--- config.mk ---
export PLATFORM = sky130hd
export DESIGN_NAME = fetch_sequencer
export DESIGN_NICKNAME = d
export VERILOG_FILES = /design/src/rtl/fetch_sequencer.sv
export SDC_FILE = /design/constraint.sdc
export NUM_CORES = 1
export LEC_CHECK = 0
export CORE_AREA = 2 2 189 98
export CTS_BUF_LIST = sky130_fd_sc_hd__clkbuf_4 sky130_fd_sc_hd__clkbuf_8
export DETAILED_ROUTE_END_ITERATION = 6
export DIE_AREA = 0 0 191 100
export HOLD_SLACK_MARGIN = 0.1
export PLACE_DENSITY = 0.71
export SKIP_LAST_GASP = 1
export SYNTH_ARGS = -nofsm -noshare
export SYNTH_HDL_FRONTEND = slang
export SYNTH_SLANG_ARGS = --single-unit
--- constraint.sdc ---
create_clock -name pll_1_200MHz -period 2.61 [get_ports pll_1_200MHz]
set_clock_uncertainty 0.2 [all_clocks]
set_input_delay 0.522 -clock pll_1_200MHz [delete_from_list [all_inputs] [get_ports pll_1_200MHz]]
set_output_delay 0.522 -clock pll_1_200MHz [all_outputs]
set_load 0.05 [all_outputs]
--- src/rtl/fetch_sequencer.sv ---
`default_nettype none
// +--------------------------------------------------------------------------+
// | fetch_sequencer: single-outstanding instruction fetch and PC control.    |
// | Optional feature macro: FETCH_SEQ_MISALIGN_TRAP_EN (misaligned redirect  |
// | traps to TRAP_VECTOR and pulses misalign_exc).                           |
// | Revision: 1.0                                                            |
// +--------------------------------------------------------------------------+
module fetch_sequencer #(
  parameter logic [31:0] RESET_VECTOR = 32'h0000_0000,
  parameter logic [31:0] TRAP_VECTOR  = 32'h0000_0100
) (
  input  logic        pll_1_200MHz,
  input  logic        pll_1_locked_synced,
  input  logic        redirect_valid,
  input  logic [31:0] redirect_target,
  input  logic        dec_ready,
  output logic        imem_req,
  output logic [31:0] imem_addr,
  input  logic        imem_gnt,
  input  logic        imem_rvalid,
  input  logic [31:0] imem_rdata,
  output logic        instr_valid,
  output logic [31:0] instr_data,
  output logic [31:0] instr_pc,
  output logic [31:0] pc,
  output logic        misalign_exc
);

  typedef enum logic [1:0] {
    ST_IDLE = 2'd0,
    ST_REQ  = 2'd1,
    ST_WAIT = 2'd2,
    ST_HOLD = 2'd3
  } state_t;

  state_t      r_state, w_state_nxt;
  logic [31:0] r_pc, w_pc_nxt;
  logic [31:0] r_req_pc, w_req_pc_nxt;
  logic [31:0] r_instr_data, w_instr_data_nxt;
  logic [31:0] r_instr_pc, w_instr_pc_nxt;
  logic        r_instr_valid, w_instr_valid_nxt;
  logic        r_kill, w_kill_nxt;
  logic        w_redirect;
  logic        w_misalign;
  logic [31:0] w_redirect_pc;

  // Redirects are ignored while IDLE so the first fetch always uses RESET_VECTOR.
  assign w_redirect = redirect_valid && (r_state != ST_IDLE);

`ifdef FETCH_SEQ_MISALIGN_TRAP_EN
  logic r_misalign_exc;

  assign w_misalign    = (redirect_target[1:0] != 2'b00);
  assign w_redirect_pc = w_misalign ? TRAP_VECTOR : redirect_target;
  assign misalign_exc  = r_misalign_exc;

  always_ff @(posedge pll_1_200MHz or negedge pll_1_locked_synced) begin
    if (!pll_1_locked_synced) begin
      r_misalign_exc <= 1'b0;
    end else begin
      r_misalign_exc <= w_redirect && w_misalign;
    end
  end
`else
  logic w_unused;

  assign w_misalign    = 1'b0;
  assign w_redirect_pc = {redirect_target[31:2], 2'b00};
  assign misalign_exc  = 1'b0;
  assign w_unused      = ^{TRAP_VECTOR, redirect_target[1:0], w_misalign};
`endif

  always_ff @(posedge pll_1_200MHz or negedge pll_1_locked_synced) begin
    if (!pll_1_locked_synced) begin
      r_state <= ST_IDLE;
    end else begin
      r_state <= w_state_nxt;
    end
  end

  always_ff @(posedge pll_1_200MHz or negedge pll_1_locked_synced) begin
    if (!pll_1_locked_synced) begin
      r_pc          <= RESET_VECTOR;
      r_req_pc      <= 32'h0;
      r_instr_data  <= 32'h0;
      r_instr_pc    <= 32'h0;
      r_instr_valid <= 1'b0;
      r_kill        <= 1'b0;
    end else begin
      r_pc          <= w_pc_nxt;
      r_req_pc      <= w_req_pc_nxt;
      r_instr_data  <= w_instr_data_nxt;
      r_instr_pc    <= w_instr_pc_nxt;
      r_instr_valid <= w_instr_valid_nxt;
      r_kill        <= w_kill_nxt;
    end
  end

  always_comb begin
    w_state_nxt       = r_state;
    w_pc_nxt          = r_pc;
    w_req_pc_nxt      = r_req_pc;
    w_instr_data_nxt  = r_instr_data;
    w_instr_pc_nxt    = r_instr_pc;
    w_instr_valid_nxt = r_instr_valid;
    w_kill_nxt        = r_kill;

    if (w_redirect) begin
      w_pc_nxt          = w_redirect_pc;
      w_instr_valid_nxt = 1'b0;
      case (r_state)
        ST_REQ: begin
          // A grant racing the redirect leaves a stale response to discard.
          w_state_nxt = imem_gnt ? ST_WAIT : ST_REQ;
          w_kill_nxt  = imem_gnt;
        end
        ST_WAIT: begin
          w_state_nxt = imem_rvalid ? ST_REQ : ST_WAIT;
          w_kill_nxt  = !imem_rvalid;
        end
        default: begin
          w_state_nxt = ST_REQ;
        end
      endcase
    end else begin
      case (r_state)
        ST_IDLE: begin
          w_state_nxt = ST_REQ;
        end
        ST_REQ: begin
          if (imem_gnt) begin
            w_req_pc_nxt = r_pc;
            w_pc_nxt     = r_pc + 32'd4;
            w_state_nxt  = ST_WAIT;
          end
        end
        ST_WAIT: begin
          if (imem_rvalid) begin
            if (r_kill) begin
              w_kill_nxt  = 1'b0;
              w_state_nxt = ST_REQ;
            end else begin
              w_instr_data_nxt  = imem_rdata;
              w_instr_pc_nxt    = r_req_pc;
              w_instr_valid_nxt = 1'b1;
              w_state_nxt       = ST_HOLD;
            end
          end
        end
        default: begin
          if (dec_ready) begin
            w_instr_valid_nxt = 1'b0;
            w_state_nxt       = ST_REQ;
          end
        end
      endcase
    end
  end

  assign imem_req    = (r_state == ST_REQ);
  assign imem_addr   = r_pc;
  assign pc          = r_pc;
  assign instr_valid = r_instr_valid;
  assign instr_data  = r_instr_data;
  assign instr_pc    = r_instr_pc;

endmodule
`default_nettype wire

* Word level (Yosys, flattened, before mapping)
Index checks and enable logic that the tools add are counted.
Word-level totals: input port bits 70, flip-flop bits (word level) 132, logic and storage cells 55
Operators by class: mux-type cells 21, reductions and logical operators 18, bitwise gates (word level) 2, $add $sub $neg 1, eq/ne operators 6
Operators by type and width (count):
- 32-bit two-way mux | 3
- 32-bit by 3-bit adder with 32-bit output, second input constant | 1
- 2-bit two-way mux | 7
- 2-bit nonzero test | 6
- 3-bit AND reduction | 3
- 4-bit AND reduction | 2
- 1-bit two-way mux | 7
- 3-bit != test, second input constant | 2
- 2-bit one-hot mux with 3 select lines | 1
- 5-bit nonzero test | 1
- 1-bit one-hot mux with 2 select lines | 2
- 2-bit one-hot mux with 2 select lines | 1
- 3-bit by 1-bit != test with 1-bit output, second input constant | 1
- 3-bit nonzero test | 1
- 2-bit by 1-bit == test with 1-bit output, second input constant | 1
- 2-bit == test, second input constant | 1
- 2-bit logical NOT | 1
- 2-bit by 1-bit != test with 1-bit output, second input constant | 1
- 1-bit inverter | 2
- 2-bit AND reduction | 1
- 2-bit OR reduction | 1
- 1-bit logical AND | 1
- 1-bit logical NOT | 1

* Logic depth before layout (Yosys ltp)
word-level depth 4, mapped depth 9, gate-level depth less buffers 7

* Least setup slack after synthesis
Ideal clock, no wire load.
path kind flip-flop to flip-flop, from reg r_pc[2] (netlist: imem_addr[2]), to reg r_pc[30] (netlist: imem_addr[30]), stages on the path, launching flop included 7, data required time 2.333 ns, clock period less this slack 2.266 ns, data arrival time 1.989 ns, path slack 0.344 ns, path through dfrtp_1 > ha_1 > nand3_2 > nor2_4 > nand3_2 > or3_1 > a21oi_1
On the way: cells in the longest elaborated chain, start to end 4
RTL lines:
- start: declaration | line 37 | logic [31:0] r_pc, w_pc_nxt;
- start signal: assignment | line 90 | r_pc <= w_pc_nxt;
- 32-bit by 3-bit adder with 32-bit output | line 133 | w_pc_nxt = r_pc + 32'd4;
- 32-bit two-way mux | line 131 | if (imem_gnt) begin
- 32-bit two-way mux | line 126 | case (r_state)
- 32-bit two-way mux | line 108 | if (w_redirect) begin
No other way between the ends. The select of a mux whose other input is x is not followed. A chain may end at the register's enable or synchronous reset.

* Worst setup path after layout
from reg r_pc[15] (netlist: imem_addr[15]), to out imem_addr[15]
RTL lines:
- end: declaration | line 18 | output logic [31:0] imem_addr,
No word-level cell between the ends.

==> impl_metrics.ini <==
[yosys]
synth_edf_count = 0
synth_warnings = 0
synth_area_leader_cell = dfrtp_1
synth_common_cells = dfrtp_1, mux2_2, buf_4
synthMostInstantiatedCell = dfrtp_1
synth_ff_type = dfrtp_1
synth.distinct_cells = 50
ys_seq_elements = 126
netlist_area_sq_um = 5990
postSynthCellCount = 514
synth_top_area_share_pct = 52.6
avgSynthCellArea_sq_um = 11.7
netlist_top_cells_area = dfrtp_1, mux2_2, buf_4
yosysSeqAreaShare_pct = 52.6
synth-async-reset-ratio_pct = 100

[floorplan]
die_area_sq_um = 19100
die_h_microns = 100
row_count = 35
die_w_microns = 191
initial_core_util_pct = 33.8
num_io_pins = 201
coreArea_sq_um = 17700

[global_routing]
antenna_found_initial = 1
grt_usage_pct = 18.8
grt_max_degree = 62
grt_remaining_overflow = 0
grt_pass1_vias = 4793
grt_pass1_wl_mm = 27.3

[placement]
hpwlAfterDp_mm = 12.7
portBuffers = 191
dp_slack_ns = 0.123
place_congestion = 0.852

[worst_setup_path]
rr_worst_depth = 8
cp.arrival_ns = 1.87
cp_num_cells = 1
cp.required_ns = 1.89
endpoint_kind = primary output
slowest_delay_ns = 0.88
crit_family = buffers and inverters
cp_max_fo = 6
path_buf_inv = 1
cp-start-kind = flop
slowest_stage = clkdlybuf4s50_1
path_cells = clkdlybuf4s50_1
worstSetupPathType = flop to primary output

[clock_tree]
clock_path_buffers = 2
cts.sinks = 126
clk_latency_ns = 0.42
htreeDepth = 4
clkTransAtPathRegs_ns = 0.08
cts_buffers = 17
cts_tree = built
ctsRootBufferMaster = clkbuf_8

[finish]
seqCellArea_sq_um = 3150
drive_gt1_share_pct = 23.1
fill_cells = 1615
syn_to_final_growth_pct = 42.2
multiInputGateArea_sq_um = 2450
final_nets = 768

[sta]
finalWorstSetupSlack_ns = 0.0141
finalCritPeriodShare_pct = 99.5
finalSetupViolations = 0
setup_tns_ns = 0
hold_viol = 0
slew_viol_final = 0
maxClockFrequency_ghz = 0.385
tightest_slew_ns = 0.595
max_slew_margin_pct = 60.0
period_needed_ns = 2.60
rsz0062_at_grt = no

[routing]
vias = 4788
ant_nets = 0
first_iter_violations = 352
via_per_inst = 5.06
drcViolationCount = 0
dr.pass1.iters = 5
wirelength_mm = 17.6
wl_per_cell_microns = 18.5

[hold_path]
hold_depth = 2
hp-class = flop to flop

[flow_run]
drv_cap = 0

[status]
status = finished, final reports clean
==> layer usage <==
metal,routed length [microns],vias up,GRT usage [%]
li1,-,2172,-
met1,8430,2398,27.2
met2,7260,203,26.4
met3,1710,15,6.61
met4,177,0,5.31
met5,0,-,0
==> area by class of cell <==
type,count,share of cell area [%]
sequential,126,37.0
multi-input combinational,326,28.7
timing repair buffer,217,26.1
tap,240,3.52
clock buffer,19,3.07
clock inverter,13,1.36
inverter,5,0.220
antenna,1,0.0293
==> cell families (layout without fill, tap and decap cells) <==
group                    count (synthesis)  count (layout)  share of synthesized area, %
AO/OA/AOI/OAI                           99              99                          10.6
adder cells (fa/ha/maj)                  5               5                          1.04
buffers and inverters                   68             254                          7.10
flip-flops                             126             126                          52.6
multiplexers                            96              96                          17.9
other                                    1               8                        0.0626
AND/OR/NAND/NOR                        119             119                          10.7
==> cells in the final DEF, fill, tap and decap left out, types with 6 or more instances in the layout <==
| master | count |
|---|---|
| mux2i_1 | 6 |
| conb_1 | 7 |
| mux2_2 | 87 |
| o22ai_1 | 12 |
| clkinvlp_4 | 6 |
| a21oi_1 | 29 |
| buf_4 | 18 |
| dlymetal6s2s_1 | 11 |
| nor2_1 | 29 |
| buf_12 | 8 |
| nand3_1 | 17 |
| a2bb2oi_1 | 12 |
| dlygate4sd2_1 | 8 |
| nand4_1 | 10 |
| o21ai_0 | 21 |
| nand2_1 | 29 |
| clkbuf_8 | 19 |
| dfrtp_1 | 126 |
| clkdlybuf4s50_1 | 170 |
==> flip-flops by register name (all words and copies together) (netlist names) <==
signal and count:
r_kill 1, instr_pc 30, r_state 2, r_req_pc 30
instr_valid 1, instr_data 32, imem_addr 30
==> per-stage QoR <==
stage | hold slack [ns] | util, % | cells | instance area (sq um)
finish | 0.291 | 48.1 | 947 | 8530
global route | 0.316 | 48.1 | 946 | 8520
CTS | 0.293 | 47.9 | 946 | 8500
detailed placement | 0.275 | 45.8 | 913 | 8120
global placement | 0.268 | 45.8 | 913 | 8120
floorplan | 0.0264 | - | 520 | 6020
==> final timing paths <==
path                                          start        endpoint  slack (ns)
worst min-delay path                    r_req_pc[6]     r_req_pc[6]        0.29
min in group asynchronous       pll_1_locked_synced   instr_data[0]        0.41
worst max register to register           r_state[0]   imem_addr[28]        0.31
worst min register to register          r_req_pc[6]     r_req_pc[6]        0.29
max in group asynchronous       pll_1_locked_synced  instr_data[11]        1.16
worst max-delay path                  imem_addr[15]   imem_addr[15]        0.01
==> timing repair <==
action	in CTS	in global routing
endpoints found under the hold margin	47	0
setup buffers	0	0
endpoints found under the setup margin	9	13
gates resized for setup	8	11
hold buffers	1	0
Power is left out: the tool's default activity adds up to more than one toggle a clock period on the data nets, which glitch-free logic cannot reach.
